## src/rtl/traffic_pkg.sv

```systemverilog
// Shared definitions for the intersection light controller and its monitor:
// phase encoding, lamp constants, default dwell times and the phase successor.
package traffic_pkg;

  typedef enum logic [1:0] {
    PH_GR = 2'b00,
    PH_YR = 2'b01,
    PH_RG = 2'b10,
    PH_RY = 2'b11
  } phase_t;

  typedef enum logic {
    ST_ACQUIRE = 1'b0,
    ST_TRACK   = 1'b1
  } mon_state_t;

  typedef struct packed {
    logic [2:0] l1;
    logic [2:0] l2;
  } lamp_pair_t;

  localparam logic [2:0] RED = 3'b100;
  localparam logic [2:0] YEL = 3'b010;
  localparam logic [2:0] GRN = 3'b001;

  localparam int GR_CYC_DEF = 51;
  localparam int YR_CYC_DEF = 6;
  localparam int RG_CYC_DEF = 36;
  localparam int RY_CYC_DEF = 6;

  function automatic phase_t next_phase(input phase_t p);
    phase_t n;
    case (p)
      PH_GR:   n = PH_YR;
      PH_YR:   n = PH_RG;
      PH_RG:   n = PH_RY;
      default: n = PH_GR;
    endcase
    return n;
  endfunction

endpackage

```

## src/rtl/traffic_phase_decoder.sv

```systemverilog
// Combinational decode of the two lamp buses into an intersection phase.
module traffic_phase_decoder
  import traffic_pkg::*;
(
  input  logic [2:0] light_1,
  input  logic [2:0] light_2,
  output logic [1:0] phase,
  output logic       valid
);

  always_comb begin
    phase = PH_GR;
    valid = 1'b1;
    case ({light_1, light_2})
      {GRN, RED}: phase = PH_GR;
      {YEL, RED}: phase = PH_YR;
      {RED, GRN}: phase = PH_RG;
      {RED, YEL}: phase = PH_RY;
      default:    valid = 1'b0;
    endcase
  end

endmodule

```

## src/rtl/traffic_light_monitor.sv

```systemverilog
// Passive checker of the two-approach light bus: tracks phase order and dwell,
// pulses encoding/sequence/duration errors and keeps a saturating error count.
module traffic_light_monitor
  import traffic_pkg::*;
#(
  parameter int GR_CYC = GR_CYC_DEF,
  parameter int YR_CYC = YR_CYC_DEF,
  parameter int RG_CYC = RG_CYC_DEF,
  parameter int RY_CYC = RY_CYC_DEF,
  parameter int CNT_W  = 8
) (
  input  logic       clk,
  input  logic       reset,
  input  logic [2:0] light_1,
  input  logic [2:0] light_2,
  output logic [1:0] phase,
  output logic       locked,
  output logic       err_enc,
  output logic       err_seq,
  output logic       err_dur,
  output logic [7:0] err_count
);

  localparam logic [CNT_W-1:0] DWELL_MAX = '1;

  function automatic logic [CNT_W-1:0] req_cyc(input phase_t p);
    logic [CNT_W-1:0] r;
    case (p)
      PH_GR:   r = CNT_W'(GR_CYC);
      PH_YR:   r = CNT_W'(YR_CYC);
      PH_RG:   r = CNT_W'(RG_CYC);
      default: r = CNT_W'(RY_CYC);
    endcase
    return r;
  endfunction

  lamp_pair_t       smp;
  logic             smp_vld;
  logic [1:0]       smp_ph_raw;
  phase_t           smp_ph;
  logic             smp_legal;

  mon_state_t       state;
  phase_t           cur_ph;
  phase_t           last_ph;
  logic             last_vld;
  logic [CNT_W-1:0] dwell;
  logic             ovr;

  logic [CNT_W-1:0] req_cur;
  logic [CNT_W-1:0] dwell_inc;
  logic             boundary;
  logic             e_enc, e_seq, e_dur;

  // smp_vld masks the reset value of the sample register (100/100 is illegal)
  // so that leaving reset never reports a spurious encoding error.
  always_ff @(posedge clk or posedge reset) begin
    if (reset) begin
      smp     <= '{l1: RED, l2: RED};
      smp_vld <= 1'b0;
    end else begin
      smp     <= '{l1: light_1, l2: light_2};
      smp_vld <= 1'b1;
    end
  end

  traffic_phase_decoder u_dec (
    .light_1 (smp.l1),
    .light_2 (smp.l2),
    .phase   (smp_ph_raw),
    .valid   (smp_legal)
  );

  assign smp_ph = phase_t'(smp_ph_raw);

  always_comb begin
    req_cur   = req_cyc(cur_ph);
    dwell_inc = (dwell == DWELL_MAX) ? dwell : dwell + 1'b1;
    boundary  = smp_vld && smp_legal && last_vld && (smp_ph != last_ph);
    e_enc     = smp_vld && !smp_legal;
    e_seq     = 1'b0;
    e_dur     = 1'b0;
    if (smp_vld && smp_legal && state == ST_TRACK) begin
      if (smp_ph == cur_ph) begin
        e_dur = !ovr && (dwell_inc == req_cur + 1'b1);
      end else begin
        e_seq = (smp_ph != next_phase(cur_ph));
        e_dur = !ovr && (dwell < req_cur);
      end
    end
  end

  always_ff @(posedge clk or posedge reset) begin
    if (reset) begin
      state     <= ST_ACQUIRE;
      cur_ph    <= PH_GR;
      last_ph   <= PH_GR;
      last_vld  <= 1'b0;
      dwell     <= '0;
      ovr       <= 1'b0;
      locked    <= 1'b0;
      err_enc   <= 1'b0;
      err_seq   <= 1'b0;
      err_dur   <= 1'b0;
      err_count <= '0;
    end else begin
      err_enc <= e_enc;
      err_seq <= e_seq;
      err_dur <= e_dur;
      if ((e_enc || e_seq || e_dur) && err_count != 8'hFF)
        err_count <= err_count + 1'b1;
      if (smp_vld) begin
        if (!smp_legal) begin
          state  <= ST_ACQUIRE;
          locked <= 1'b0;
        end else begin
          last_ph  <= smp_ph;
          last_vld <= 1'b1;
          if (state == ST_TRACK && smp_ph == cur_ph) begin
            dwell <= dwell_inc;
            if (e_dur) ovr <= 1'b1;
          end else if (boundary) begin
            // Any boundary (even after a sequence error) starts a fully checked phase.
            cur_ph <= smp_ph;
            dwell  <= CNT_W'(1);
            ovr    <= 1'b0;
            state  <= ST_TRACK;
            locked <= 1'b1;
          end
        end
      end
    end
  end

  assign phase = cur_ph;

endmodule

```

## config.mk

```make
export PLATFORM = sky130hd
export DESIGN_NAME = traffic_light_monitor
export DESIGN_NICKNAME = d
export VERILOG_FILES = /design/src/rtl/traffic_pkg.sv /design/src/rtl/traffic_phase_decoder.sv /design/src/rtl/traffic_light_monitor.sv
export SDC_FILE = /design/constraint.sdc
export NUM_CORES = 1
export LEC_CHECK = 0
export ABC_CLOCK_PERIOD_IN_PS = 4600
export BUFFER_PORTS_ARGS = -buffer_cell sky130_fd_sc_hd__buf_2
export CORE_ASPECT_RATIO = 0.5
export CORE_MARGIN = 2
export CORE_UTILIZATION = 40
export DETAILED_ROUTE_END_ITERATION = 10
export GPL_TIMING_DRIVEN = 0
export SYNTH_ARGS = -nofsm -noshare
export SYNTH_HDL_FRONTEND = slang
export SYNTH_SLANG_ARGS = --single-unit
```

## constraint.sdc

```tcl
create_clock -name clk -period 4.6 [get_ports clk]
set_input_delay 1.38 -clock clk [delete_from_list [all_inputs] [get_ports clk]]
set_output_delay 1.38 -clock clk [all_outputs]
set_load 0.02 [all_outputs]
```

==> Word-level counts from Yosys, hierarchy flattened <==
Cells that the tools add are included.
{ "totals": {"ff_bits": 33, "out_inout_bits": 14, "word_cells": 73} }
{ "classes": {"n_addsub": 3, "n_lt_le_gt_ge": 1, "n_eq_ne": 15, "mux": 19, "bitwise_logic": 1, "reduce_logical": 21} }
{ "op_table": {"columns": ["op", "count"], "rows": [
  ["8-bit by 1-bit adder with 8-bit output, second input constant", 3],
  ["8-bit two-way mux", 3],
  ["6-bit == test, second input constant", 2],
  ["2-bit case mux with 3 select lines", 2],
  ["6-bit case mux with 2 select lines", 1],
  ["1-bit two-way mux", 11],
  ["1-bit logical AND", 9],
  ["8-bit == test", 1],
  ["8-bit == test, second input constant", 1],
  ["8-bit less-than comparator", 1],
  ["8-bit != test, second input constant", 1],
  ["4-bit AND reduction", 2],
  ["6-bit by 4-bit == test with 1-bit output, second input constant", 1],
  ["6-bit by 5-bit == test with 1-bit output, second input constant", 1],
  ["3-bit AND reduction", 2],
  ["2-bit two-way mux", 2],
  ["2-bit != test", 2],
  ["2-bit != test, second input constant", 2],
  ["4-bit OR reduction", 1],
  ["2-bit by 1-bit == test with 1-bit output, second input constant", 1],
  ["2-bit == test", 1],
  ["2-bit == test, second input constant", 1],
  ["1-bit logical NOT", 2],
  ["2-bit logical NOT", 1],
  ["other kinds (5)", 6]
]} }

==> Logic depth before layout (Yosys ltp) <==
Gate-level depths: netlist of run 1.
{ "logic_depth": {"depth_word": 12, "mapped_depth": 11} }

==> Cells and area by module <==
From an unflattened synthesis of run 1, not the netlist that was laid out.
{ "unflattened": {"hier_cells": 191, "area_unflattened_um2": 1930.6} }
{ "by_module_without_submodules": {"columns": ["module", "n_inst", "cells_each", "area_per_inst_um2"], "rows": [
  ["traffic_light_monitor", 1, 177, 1840.5],
  ["traffic_phase_decoder", 1, 14, 90.1]
]} }

==> Worst setup path after synthesis of run 1 <==
Ideal clock, no wire load.
{ "synth_path": {"kind": "register to register", "start": "reg cur_ph[0] (netlist: phase[0])", "end": "reg err_count[1]", "arrival_ns": 2.867, "t_required_ns": 4.472, "slack_ns": 1.605, "path_stages_with_launch": 11, "path_buffers": 0, "synth_period_minus_slack_ns": 2.995, "cell_sequence": "dfrtp_1 > inv_1 > ha_1 > ha_1 > a21o_1 > a211o_1 > a21o_1 > a2111oi_4 > o2111ai_4 > a21oi_2 > mux2_1"} }
{ "synth_between": {"elab_chain_len": 10} }
{ "synth_lines": {"columns": ["item", "line", "source"], "rows": [
  ["from (decl)", "traffic_light_monitor.sv:44", "phase_t cur_ph;"],
  ["from (signal assigned)", "traffic_light_monitor.sv:124", "cur_ph <= smp_ph;"],
  ["parallel branches: the longest is 8 deep, another holds 8-bit by 1-bit adder with 8-bit output", null, null],
  ["1-bit logical OR *", "traffic_light_monitor.sv:110", "if ((e_enc || e_seq || e_dur) && err_count != 8'hFF)"],
  ["1-bit logical AND *", "traffic_light_monitor.sv:110", null],
  ["to (signal assigned)", "traffic_light_monitor.sv:111", "err_count <= err_count + 1'b1;"],
  ["to (decl)", "traffic_light_monitor.sv:21", "output logic [7:0] err_count"]
]} }
Mark *: on every way between the ends. The select of a mux whose other input is x is not followed.
A chain may end at the register's enable or synchronous reset.

==> Worst setup path after layout of run 1 <==
Same ends and word-level chain as after synthesis.

==> impl_results.md, run 1 <==
- Place WS: 1.51 ns
- Vias in the first global route: 1601
- First-pass DRT Iterations: 5
- Worst-Skew Late Latency: 0.28 ns
- Ys flop type: dfrtp_1
- Initial core utilization: 0.412
- Hpwl dp: 3.06 mm
- Layout cells sized above 1: 0.197
- Post_cts resized: 0
- GP Congestion: 0.827
- Worst-Margin Slew: 0.697 ns
- Initial antenna violation count: 0
- Yosys warns: 0
- DR iter-0 viols: 68
- Placed cell count: 301
- Num CTS Buffers: 5
- Post-Syn Area: 2000 µm²
- Chip Width: 104 µm
- CP Class: register to register
- Clk pwr share: 0.337
- Synth unique cells: 52
- Clock period minus worst slack: 3.08 ns
- Complex-gate fraction of the synthesized area: 0.190
- Slew headroom: 0.532
- Design Power: 0.851 mW
- RSZ-0062 raised after global routing: false
- Finish-stage setup viols: 0
- Final Non-Filler Cells: 309
- Largest cells by area after synthesis: dfrtp_1 (39%), ha_1 (5.0%), nand2_1 (3.9%)
- Final Cycle Share: 0.669
- Post-Synth XOR/XNOR Area: 0.0612
- Largest net degree at the start of global routing: 34
- Avg Cell Area, Syn: 9.54 µm²
- Diode count: 0
- Max Clk Rate: 325 MHz
- FF+latch area: 828 µm²
- I/O pins: 22
- Final hold violation count: 0
- Outcome: complete, no violations
- Crit path DAT: 3.24 ns
- Comb pwr share: 0.224
- Vias: 1620
- Clock sinks: 33
- CP startpoint kind: register
- CP Capture Type: register
- WL final: 4.10 mm
- Clk root buf: clkbuf_8
- Area of the multi-input gates: 1100 µm²
- Post-layout net count: 254
- Tot GR Track Use: 0.165
- Synthesized flop and latch total: 33
- Grt ovf: 0
- Post-DRT Antenna Nets: 0
- First-pass GRT wire length: 7.25 mm
- WP data required: 4.76 ns
- Chip Height: 54.0 µm
- TritonCTS clock tree: yes
- Pwr dens: 367 nW/µm²
- R2r setup slk: 1.52 ns
- DR DRC count: 0
- Min-Delay Path Class: register to register
- Sequential-to-total area share from yosys stat: 0.413
- VDD IR max: 0.248 mV
- I/O Buffers: 21
- Total core area: 4860 µm²
- Setup Fix Bufs, Post-CTS: 0
- Slew Viols, Final: 0
- Int Power: 0.587 mW
- Switching part of the total power: 0.310
- Clock buffer depth: 2
- Sequential cell fraction of total power: 0.439
- Most frequent cells in the layout: dfrtp_1 (31), buf_2 (24), nand2_1 (21)
- Largest area contributor in the netlist: dfrtp_1
- Simple-gate share of the synthesized area: 0.212
- Worst Clk Skew: 0.00719 ns
- Syn_nets: 226
- Area share of the largest cell type after synthesis: 0.387
- Crit path max fanout: 9
- Fillers: 484
- Area growth, synth to finish: 15.6%
- Hold slack: 0.475 ns
- Die area: 5620 µm²
- Final WS setup: 1.52 ns
- Post-synthesis adder-cell area fraction: 0.0500
- EDFF count, synth: 0
- Post-synthesis instance total: 210
- Mux cell area share after synthesis: 0.0325
- Ys async rst share: 1.00
- # hold bufs at CTS: 0
- Maxcap violations: 0
- Most common cell after layout, fill and taps aside: dfrtp_1
- Setup_tns: 0 ns
- WL/cell: 13.3 µm
- CTS H-tree depth: 2
- Static Leakage: 1.07 nW
- Std cell rows: 18
- Largest family of logic cells by synthesized area: simple AND/OR/NAND/NOR gates
- Clk pin slew, worst setup/hold paths: 0.07 ns
- Via/cell ratio: 5.24
- Net load switching power: 0.264 mW
cell usage after synthesis, types with 3 or more instances:
cell / count
nand2b_1: 3
and3_1: 5
nand3_1: 12
a31oi_1: 3
dfrtp_1: 31
buf_2: 3
nor2_1: 16
ha_1: 8
nor3_1: 3
a21oi_1: 12
nand2_1: 21
and2_1: 3
clkbuf_1: 4
o21ai_0: 11
xor2_1: 7
inv_1: 10
mux2_1: 4
xnor2_1: 7
nand4_1: 5
worst paths after layout:
| check | endpoint | depth (start not counted) | start |
|---|---|---|---|
| worst max-delay path | err_count[1] | 10 | phase[0] |
| worst min-delay path | last_vld | 1 | last_vld |
| worst max register to register | err_count[1] | 10 | phase[0] |
| worst min register to register | last_vld | 1 | last_vld |
| max in group asynchronous | ovr | 2 | reset |
| min in group asynchronous | phase[0] | 2 | reset |
registers in the layout, indices dropped and copies added (netlist names), 2 cells and up:
register and flops:
phase 2, last_ph 2, dwell 8, err_count 8
smp 6
worst max-delay path, cell delays in order (launching register included):
cell       delay, ns
dfrtp_1         0.41
inv_1           0.12
ha_1            0.26
ha_1            0.26
a21o_1          0.16
a211o_1         0.28
a21o_1          0.21
a2111oi_4       0.41
o2111ai_4       0.25
a21oi_2         0.26
mux2_1          0.34
per-layer routing:
| metal | wire length [µm] | part of all wire | global-route usage | up-vias |
|---|---|---|---|---|
| li1 | - | - | - | 803 |
| met1 | 2020 | 0.49 | 0.204 | 786 |
| met2 | 1930 | 0.47 | 0.283 | 29 |
| met3 | 118 | 0.029 | 0.0412 | 2 |
| met4 | 25 | 0.0061 | 0.0743 | 0 |
| met5 | 0 | 0 | 0 | - |
area by class of cell:
cell class,instances,area share
Buffer,8,0.0178
Clock buffer,6,0.0357
Clock inverter,2,0.0162
Inverter,10,0.0162
Multi-Input combinational cell,159,0.473
Sequential cell,33,0.358
Tap cell,70,0.0378
Timing Repair Buffer,21,0.0454
power by group through the flow:
| stage | Clock, mW | Combinational (mW) | Sequential, mW |
|---|---|---|---|
| 4_1_cts | 0.297 | 0.192 | 0.374 |
| 3_3_place_gp | 0 | 0.188 | 0.377 |
| 3_5_place_dp | 0 | 0.192 | 0.379 |
| 2_1_floorplan | 0 | 0.101 | 0.408 |
| 6_report | 0.287 | 0.190 | 0.374 |
| 5_1_grt | 0.313 | 0.215 | 0.382 |
per-stage QoR:
stage               area, µm²   util
finish                   2320  0.476
global route             2320  0.476
CTS                      2320  0.476
detailed placement       2200  0.451
global placement         2200  0.451
floorplan                2000      -
cell families (layout without fill, tap and decap cells):
group           count (synthesis)  count (layout)
buf+inv                        18              47
mux                             6               6
fa+ha+maj                       8               8
compound gates                 51              51
xor+xnor                       14              14
flops                          33              33
simple gates                   79              79
other cells                     1               1
Note: power is estimated with default switching activity, not from simulation.
==> run 2: changes to the inputs <==
--- a/config.mk
+++ b/config.mk
@@ -5,7 +5,8 @@
 export SDC_FILE = /design/constraint.sdc
 export NUM_CORES = 1
 export LEC_CHECK = 0
-export ABC_CLOCK_PERIOD_IN_PS = 4600
+export ABC_AREA = 1
+export ABC_CLOCK_PERIOD_IN_PS = 2500
 export BUFFER_PORTS_ARGS = -buffer_cell sky130_fd_sc_hd__buf_2
 export CORE_ASPECT_RATIO = 0.5
 export CORE_MARGIN = 2
==> constraint.sdc (replaced) <==
create_clock -name clk -period 2.5 [get_ports clk]
set_input_delay 0.75 -clock clk [delete_from_list [all_inputs] [get_ports clk]]
set_output_delay 0.75 -clock clk [all_outputs]
set_load 0.02 [all_outputs]
==> impl_results.md, run 2 <==
- Outcome: complete, no violations
- Vias in the first global route: 1638
- CP Class: register to register
- Area share of the largest cell type after synthesis: 0.378
- WL/cell: 11.9 µm
- Post-layout net count: 309
- Via/cell ratio: 4.85
- Syn_nets: 280
- Slowest stage delay, CP: 0.42 ns
- Tot GR Track Use: 0.170
- Crit path max fanout: 9
- I/O pins: 22
- Worst-Margin Slew: 0.559 ns
- Clock period minus worst slack: 2.21 ns
- Vias: 1767
- Clk pwr share: 0.358
- CP startpoint kind: register
- Crit path DAT: 2.39 ns
- Largest cells by area after synthesis: dfrtp_1 (38%), nand2_1 (12%), nand3_1 (8.5%)
- Chip Width: 105 µm
- RSZ-0062 raised after global routing: false
- Avg Cell Area, Syn: 7.77 µm²
- Synth unique cells: 29
- Chip Height: 54.6 µm
- WP data required: 2.68 ns
- Fillers: 498
- CP Capture Type: register
- Grt ovf: 0
- Sequential-to-total area share from yosys stat: 0.404
- Ys flop type: dfrtp_1
- Slew Viols, Final: 0
- Hold slack: 0.433 ns
- Worst path cell trace: inv_1, ha_2, inv_1, ha_1, nand2_1, nor2_1, nand2_1, nand2_1, nand2_1, nand2_1, nor2_2, nand2_2, nand2_4, nand2_4, nand2_1, nand2_1
- Layout cells sized above 1: 0.211
- R2r setup slk: 0.29 ns
- Ys async rst share: 1.00
- Initial core utilization: 0.416
- Place WS: 0.264 ns
- CP most frequent cell: nand2_1
- Static Leakage: 1.22 nW
- First-pass DRT Iterations: 4
- EDFF count, synth: 0
- Dpl cell area: 2240 µm²
- TritonCTS clock tree: yes
- Most frequent cells in the layout: nand2_1 (68), nand3_1 (35), inv_1 (32)
- Biggest regs: dwell (8), err_count (8), smp (6)
- WL final: 4.32 mm
- Clock sinks: 33
- Int Power: 0.980 mW
- VDD IR max: 0.440 mV
- Min-Delay Path Class: register to register
- I/O Buffers: 21
- Synth cell count leaders: nand2_1 (68), nand3_1 (35), inv_1 (33)
- DR DRC count: 0
- Clk pin slew, worst setup/hold paths: 0.07 ns
- GP Congestion: 0.867
- Final Non-Filler Cells: 364
- Cell with the most instances after synthesis: nand2_1
- Switching part of the total power: 0.295
- Maxcap violations: 0
- Design Area, Final: 2390 µm²
- Slew headroom: 0.625
- Total core area: 4930 µm²
- Max Clk Rate: 452 MHz
- Worst Clk Skew: 0.00621 ns
- Initial antenna violation count: 0
- Final Cycle Share: 0.884
- Clk root buf: clkbuf_8
- # hold bufs at CTS: 0
- Sequential cell fraction of total power: 0.465
- Placed cell count: 355
- Yosys warns: 0
- Slowest cell on crit path: dfrtp_1
- Largest net degree at the start of global routing: 34
- Largest area contributor in the netlist: dfrtp_1
- Post-Syn Area: 2050 µm²
- Finish-stage setup viols: 0
- Std cell rows: 18
- Hpwl dp: 3.07 mm
- Clock buffer depth: 2
- First-pass GRT wire length: 7.49 mm
- Final WS setup: 0.289 ns
- Post-DRT Antenna Nets: 0
- Comb pwr share: 0.177
- Most common cell after layout, fill and taps aside: nand2_1
- Pwr dens: 582 nW/µm²
- Net load switching power: 0.409 mW
- DR iter-0 viols: 46
- CTS H-tree depth: 2
- Num CTS Buffers: 5
- Synthesized flop and latch total: 33
- Final hold violation count: 0
- Worst-Skew Late Latency: 0.29 ns
- Post-synthesis instance total: 264
- Die area: 5750 µm²
- Diode count: 0
- Area growth, synth to finish: 16.3%
- Setup_tns: 0 ns
## run 2: cell count changes in the layout (fill, tap and decap cells not counted), moves of 4 or more
cell	change
nand2_1	+47
nand2_2	+10
inv_1	+23
nor2_2	+5
mux2_1	-4
nand4_1	+5
a21oi_1	-10
and3_1	-5
nand3_1	+23
## run 2: final timing paths
kind	start	end	depth (start not counted)
max	phase[0]	err_count[2]	16
min	ovr	err_dur	1
max reg2reg	phase[0]	err_count[2]	16
min reg2reg	ovr	err_dur	1
max in group asynchronous	reset	smp[5]	3
min in group asynchronous	reset	dwell[4]	2
## run 2: repair_timing
action                                  CTS  global route
endpoints found under the setup margin    0             4
buffers inserted                          0             0
resized for setup                         0             3
## run 2: cell type report
cell class / count / area, µm² / area share
inverters: 34 / 128 / 0.0535
flip-flops and latches: 33 / 828 / 0.347
multi-input cells: 195 / 1080 / 0.453
plain buffers: 2 / 22.5 / 0.00943
clock inverters: 2 / 35.0 / 0.0147
well taps: 70 / 87.6 / 0.0367
clock buffers: 6 / 72.6 / 0.0304
repair buffers: 22 / 133 / 0.0556
## run 2: power by group through the flow
| stage | sequential [mW] | clock [mW] | combinational [mW] |
|---|---|---|---|
| final | 0.647 | 0.497 | 0.245 |
| after global routing | 0.655 | 0.538 | 0.280 |
| after CTS | 0.646 | 0.511 | 0.243 |
| after detailed placement | 0.654 | 0 | 0.242 |
| after global placement | 0.653 | 0 | 0.238 |
| after floorplan | 0.691 | 0 | 0.130 |
## run 2: metrics by stage
stage	utilization	total power [mW]
finish	0.484	1.39
global route	0.484	1.47
CTS	0.477	1.40
detailed placement	0.455	0.895
global placement	0.455	0.890
floorplan	-	0.821
## run 2: layer usage
layer | track usage | part of all wire | vias up
met1 | 0.220 | 0.50 | 809
met2 | 0.282 | 0.45 | 26
li1 | - | - | 923
met5 | 0 | 0 | -
met4 | 0.0756 | 0.015 | 0
met3 | 0.0393 | 0.028 | 9
## run 2: cell families after synthesis
kind of cell | after synthesis | synth area share
AOI/OAI and AO/OA | 19 | 0.0494
xor gates and xnor gates | 11 | 0.0470
adders and majority gates | 8 | 0.0488
buffers and inverters | 36 | 0.0732
DFF | 33 | 0.404
other | 1 | 0.00183
and+or+nand+nor | 156 | 0.376
## run 2: critical path: cells and delay by family, from the launching register on
kind,cells,cell delay [ns]
flip-flops,1,0.42
buffers and inverters,2,0.24
adder cells (fa/ha/maj),2,0.54
AND/OR/NAND/NOR,12,0.90
==> run 3: changes to the inputs <==
--- a/config.mk
+++ b/config.mk
@@ -15,4 +15,5 @@
 export GPL_TIMING_DRIVEN = 0
 export SYNTH_ARGS = -nofsm -noshare
 export SYNTH_HDL_FRONTEND = slang
+export SYNTH_HIERARCHICAL = 1
 export SYNTH_SLANG_ARGS = --single-unit
==> impl_results.md, run 3 <==
- Final hold violation count: 0
- Syn_nets: 288
- Std cell rows: 18
- CP Capture Type: register
- I/O pins: 22
- Setup Fix Bufs, Post-CTS: 0
- Hpwl dp: 3.21 mm
- Clk pin slew, worst setup/hold paths: 0.07 ns
- Clock buffer depth: 2
- Clock sinks: 33
- Synthesized flop and latch total: 33
- Slowest cell on crit path: dfstp_2
- Initial core utilization: 0.417
- Die area: 5790 µm²
- Layout cells sized above 1: 0.190
- Design Area, Final: 2390 µm²
- I/O Buffers: 21
- Largest net degree at the start of global routing: 34
- Post-synthesis instance total: 271
- Biggest regs: dwell (8), err_count (8), smp (6)
- Crit path DAT: 2.50 ns
- First-pass DRT Iterations: 5
- Area growth, synth to finish: 15.8%
- Vias: 1811
- Largest area contributor in the netlist: dfrtp_1
- Static Leakage: 1.34 nW
- Largest cells by area after synthesis: dfrtp_1 (38%), nand2_1 (14%), nand3_1 (7.3%)
- Worst Clk Skew: 0.0130 ns
- Crit path max fanout: 8
- Via/cell ratio: 4.89
- RSZ-0062 raised after global routing: false
- Sequential-to-total area share from yosys stat: 0.401
- CP most frequent cell: nand2_1
- FF+latch area: 828 µm²
- CP Class: register to register
- Yosys warns: 6
- CP startpoint kind: register
- Min-Delay Path Class: register to register
- CP bufs+invs: 2
- EDFF count, synth: 0
- Num CTS Buffers: 5
- Fillers: 505
- Design Power: 1.42 mW
- Slowest stage delay, CP: 0.56 ns
- Final Non-Filler Cells: 370
- Vias in the first global route: 1633
- Post-DRT Antenna Nets: 0
- Cell with the most instances after synthesis: nand2_1
- Avg Cell Area, Syn: 7.62 µm²
- WL/cell: 11.8 µm
- Clk root buf: clkbuf_8
- Chip Width: 106 µm
- Pwr dens: 596 nW/µm²
- # hold bufs at CTS: 0
- Initial antenna violation count: 0
- Worst-Margin Slew: 0.730 ns
- DR iter-0 viols: 57
- Final Cycle Share: 0.916
- Min-Delay Path Depth: 1
- Chip Height: 54.8 µm
- Clock period minus worst slack: 2.29 ns
- Crit. path cell count: 12
- Grt ovf: 0
- Synth unique cells: 29
- Post-Syn Area: 2060 µm²
- Worst path cell trace: nand2_1, nor2_1, nand2_1, inv_1, clkbuf_2, xnor2_1, nand2_1, nor2_1, nand2_2, nand2_2, nand3_1, a21oi_1
- Worst-Skew Late Latency: 0.29 ns
- Maxcap violations: 0
- Post-layout net count: 316
- WP data required: 2.71 ns
- WL final: 4.37 mm
- Ys async rst share: 1.00
- Area of the multi-input gates: 1090 µm²
- TritonCTS clock tree: yes
- Largest delay contributor family on the critical path: simple AND/OR/NAND/NOR gates
- Total core area: 4950 µm²
- Ys flop type: dfrtp_1
- First-pass GRT wire length: 7.23 mm
- Slew headroom: 0.513
- Area share of the largest cell type after synthesis: 0.376
- VDD IR max: 0.362 mV
- Most common cell after layout, fill and taps aside: nand2_1
- CTS H-tree depth: 2
- Max Clk Rate: 437 MHz
- Outcome: complete, no violations
- Cells on worst reg2reg path: 12
- GP Congestion: 0.811
- Diode count: 0
- Slew Viols, Final: 0
- Most frequent cells in the layout: nand2_1 (75), inv_1 (36), dfrtp_1 (31)
- Dpl cell area: 2260 µm²
- Setup_tns: 0 ns
- Placed cell count: 362
- Tot GR Track Use: 0.161
- Synth cell count leaders: nand2_1 (77), inv_1 (37), dfrtp_1 (31)
- DR DRC count: 0
- Finish-stage setup viols: 0
## run 3: changes by cell type after synthesis, moves of 3 or more
cell	before	now
o21ai_0	10	7
o22ai_1	2	6
nand3_1	35	30
nor2_1	15	26
nand4_1	10	4
nand2_1	68	77
nand2_2	10	2
inv_1	33	37
## run 3: where the power goes
part / total (mW) / internal, mW / switching (mW)
registers: 0.645 / 0.584 / 0.0614
clock network: 0.536 / 0.324 / 0.212
logic: 0.242 / 0.0916 / 0.151
## run 3: metal layers
metal / global-route usage / up-vias / share of wire
met5: 0 / - / 0
met4: 0.0504 / 0 / 0.0073
met3: 0.0393 / 4 / 0.038
met2: 0.292 / 36 / 0.49
met1: 0.196 / 855 / 0.47
li1: - / 916 / -
## run 3: cell families after synthesis
family	after synthesis	share of synthesized area
AO/OA/AOI/OAI	21	0.0576
XOR/XNOR	12	0.0509
adder cells (fa/ha/maj)	9	0.0545
buffers and inverters	41	0.0770
flip-flops	33	0.401
other	1	0.00182
AND/OR/NAND/NOR	154	0.357
## run 3: final cells by class
cell class	instances	share of cell area
tap	70	0.0366
buffer	2	0.00523
timing repair buffer	21	0.0440
clock inverter	2	0.0157
clock buffer	6	0.0345
sequential	33	0.346
inverter	39	0.0612
multi-input combinational	197	0.456
## run 3: metrics by stage
stage           util  setup WS [ns]  hold WS (ns)
3_5_place_dp   0.456         -0.218         0.460
4_1_cts        0.480         0.0565         0.478
5_1_grt        0.483         0.0317         0.504
2_1_floorplan      -          0.362         0.440
3_3_place_gp   0.456         -0.154         0.454
6_report       0.483          0.211         0.493
## run 3: path summary, 6_finish.rpt
check                         start    endpoint  slack (ns)
max in group asynchronous     reset    dwell[7]        1.44
max                          smp[5]         ovr        0.21
min in group asynchronous     reset  last_ph[0]        0.58
max reg2reg                  smp[5]         ovr        0.21
min                        last_vld    last_vld        0.49
min reg2reg                last_vld    last_vld        0.49
## run 3: timing repair
action,4_1_cts,5_1_grt
pin swaps,0,0
gates resized for setup,2,4
setup endpoints to repair,8,16
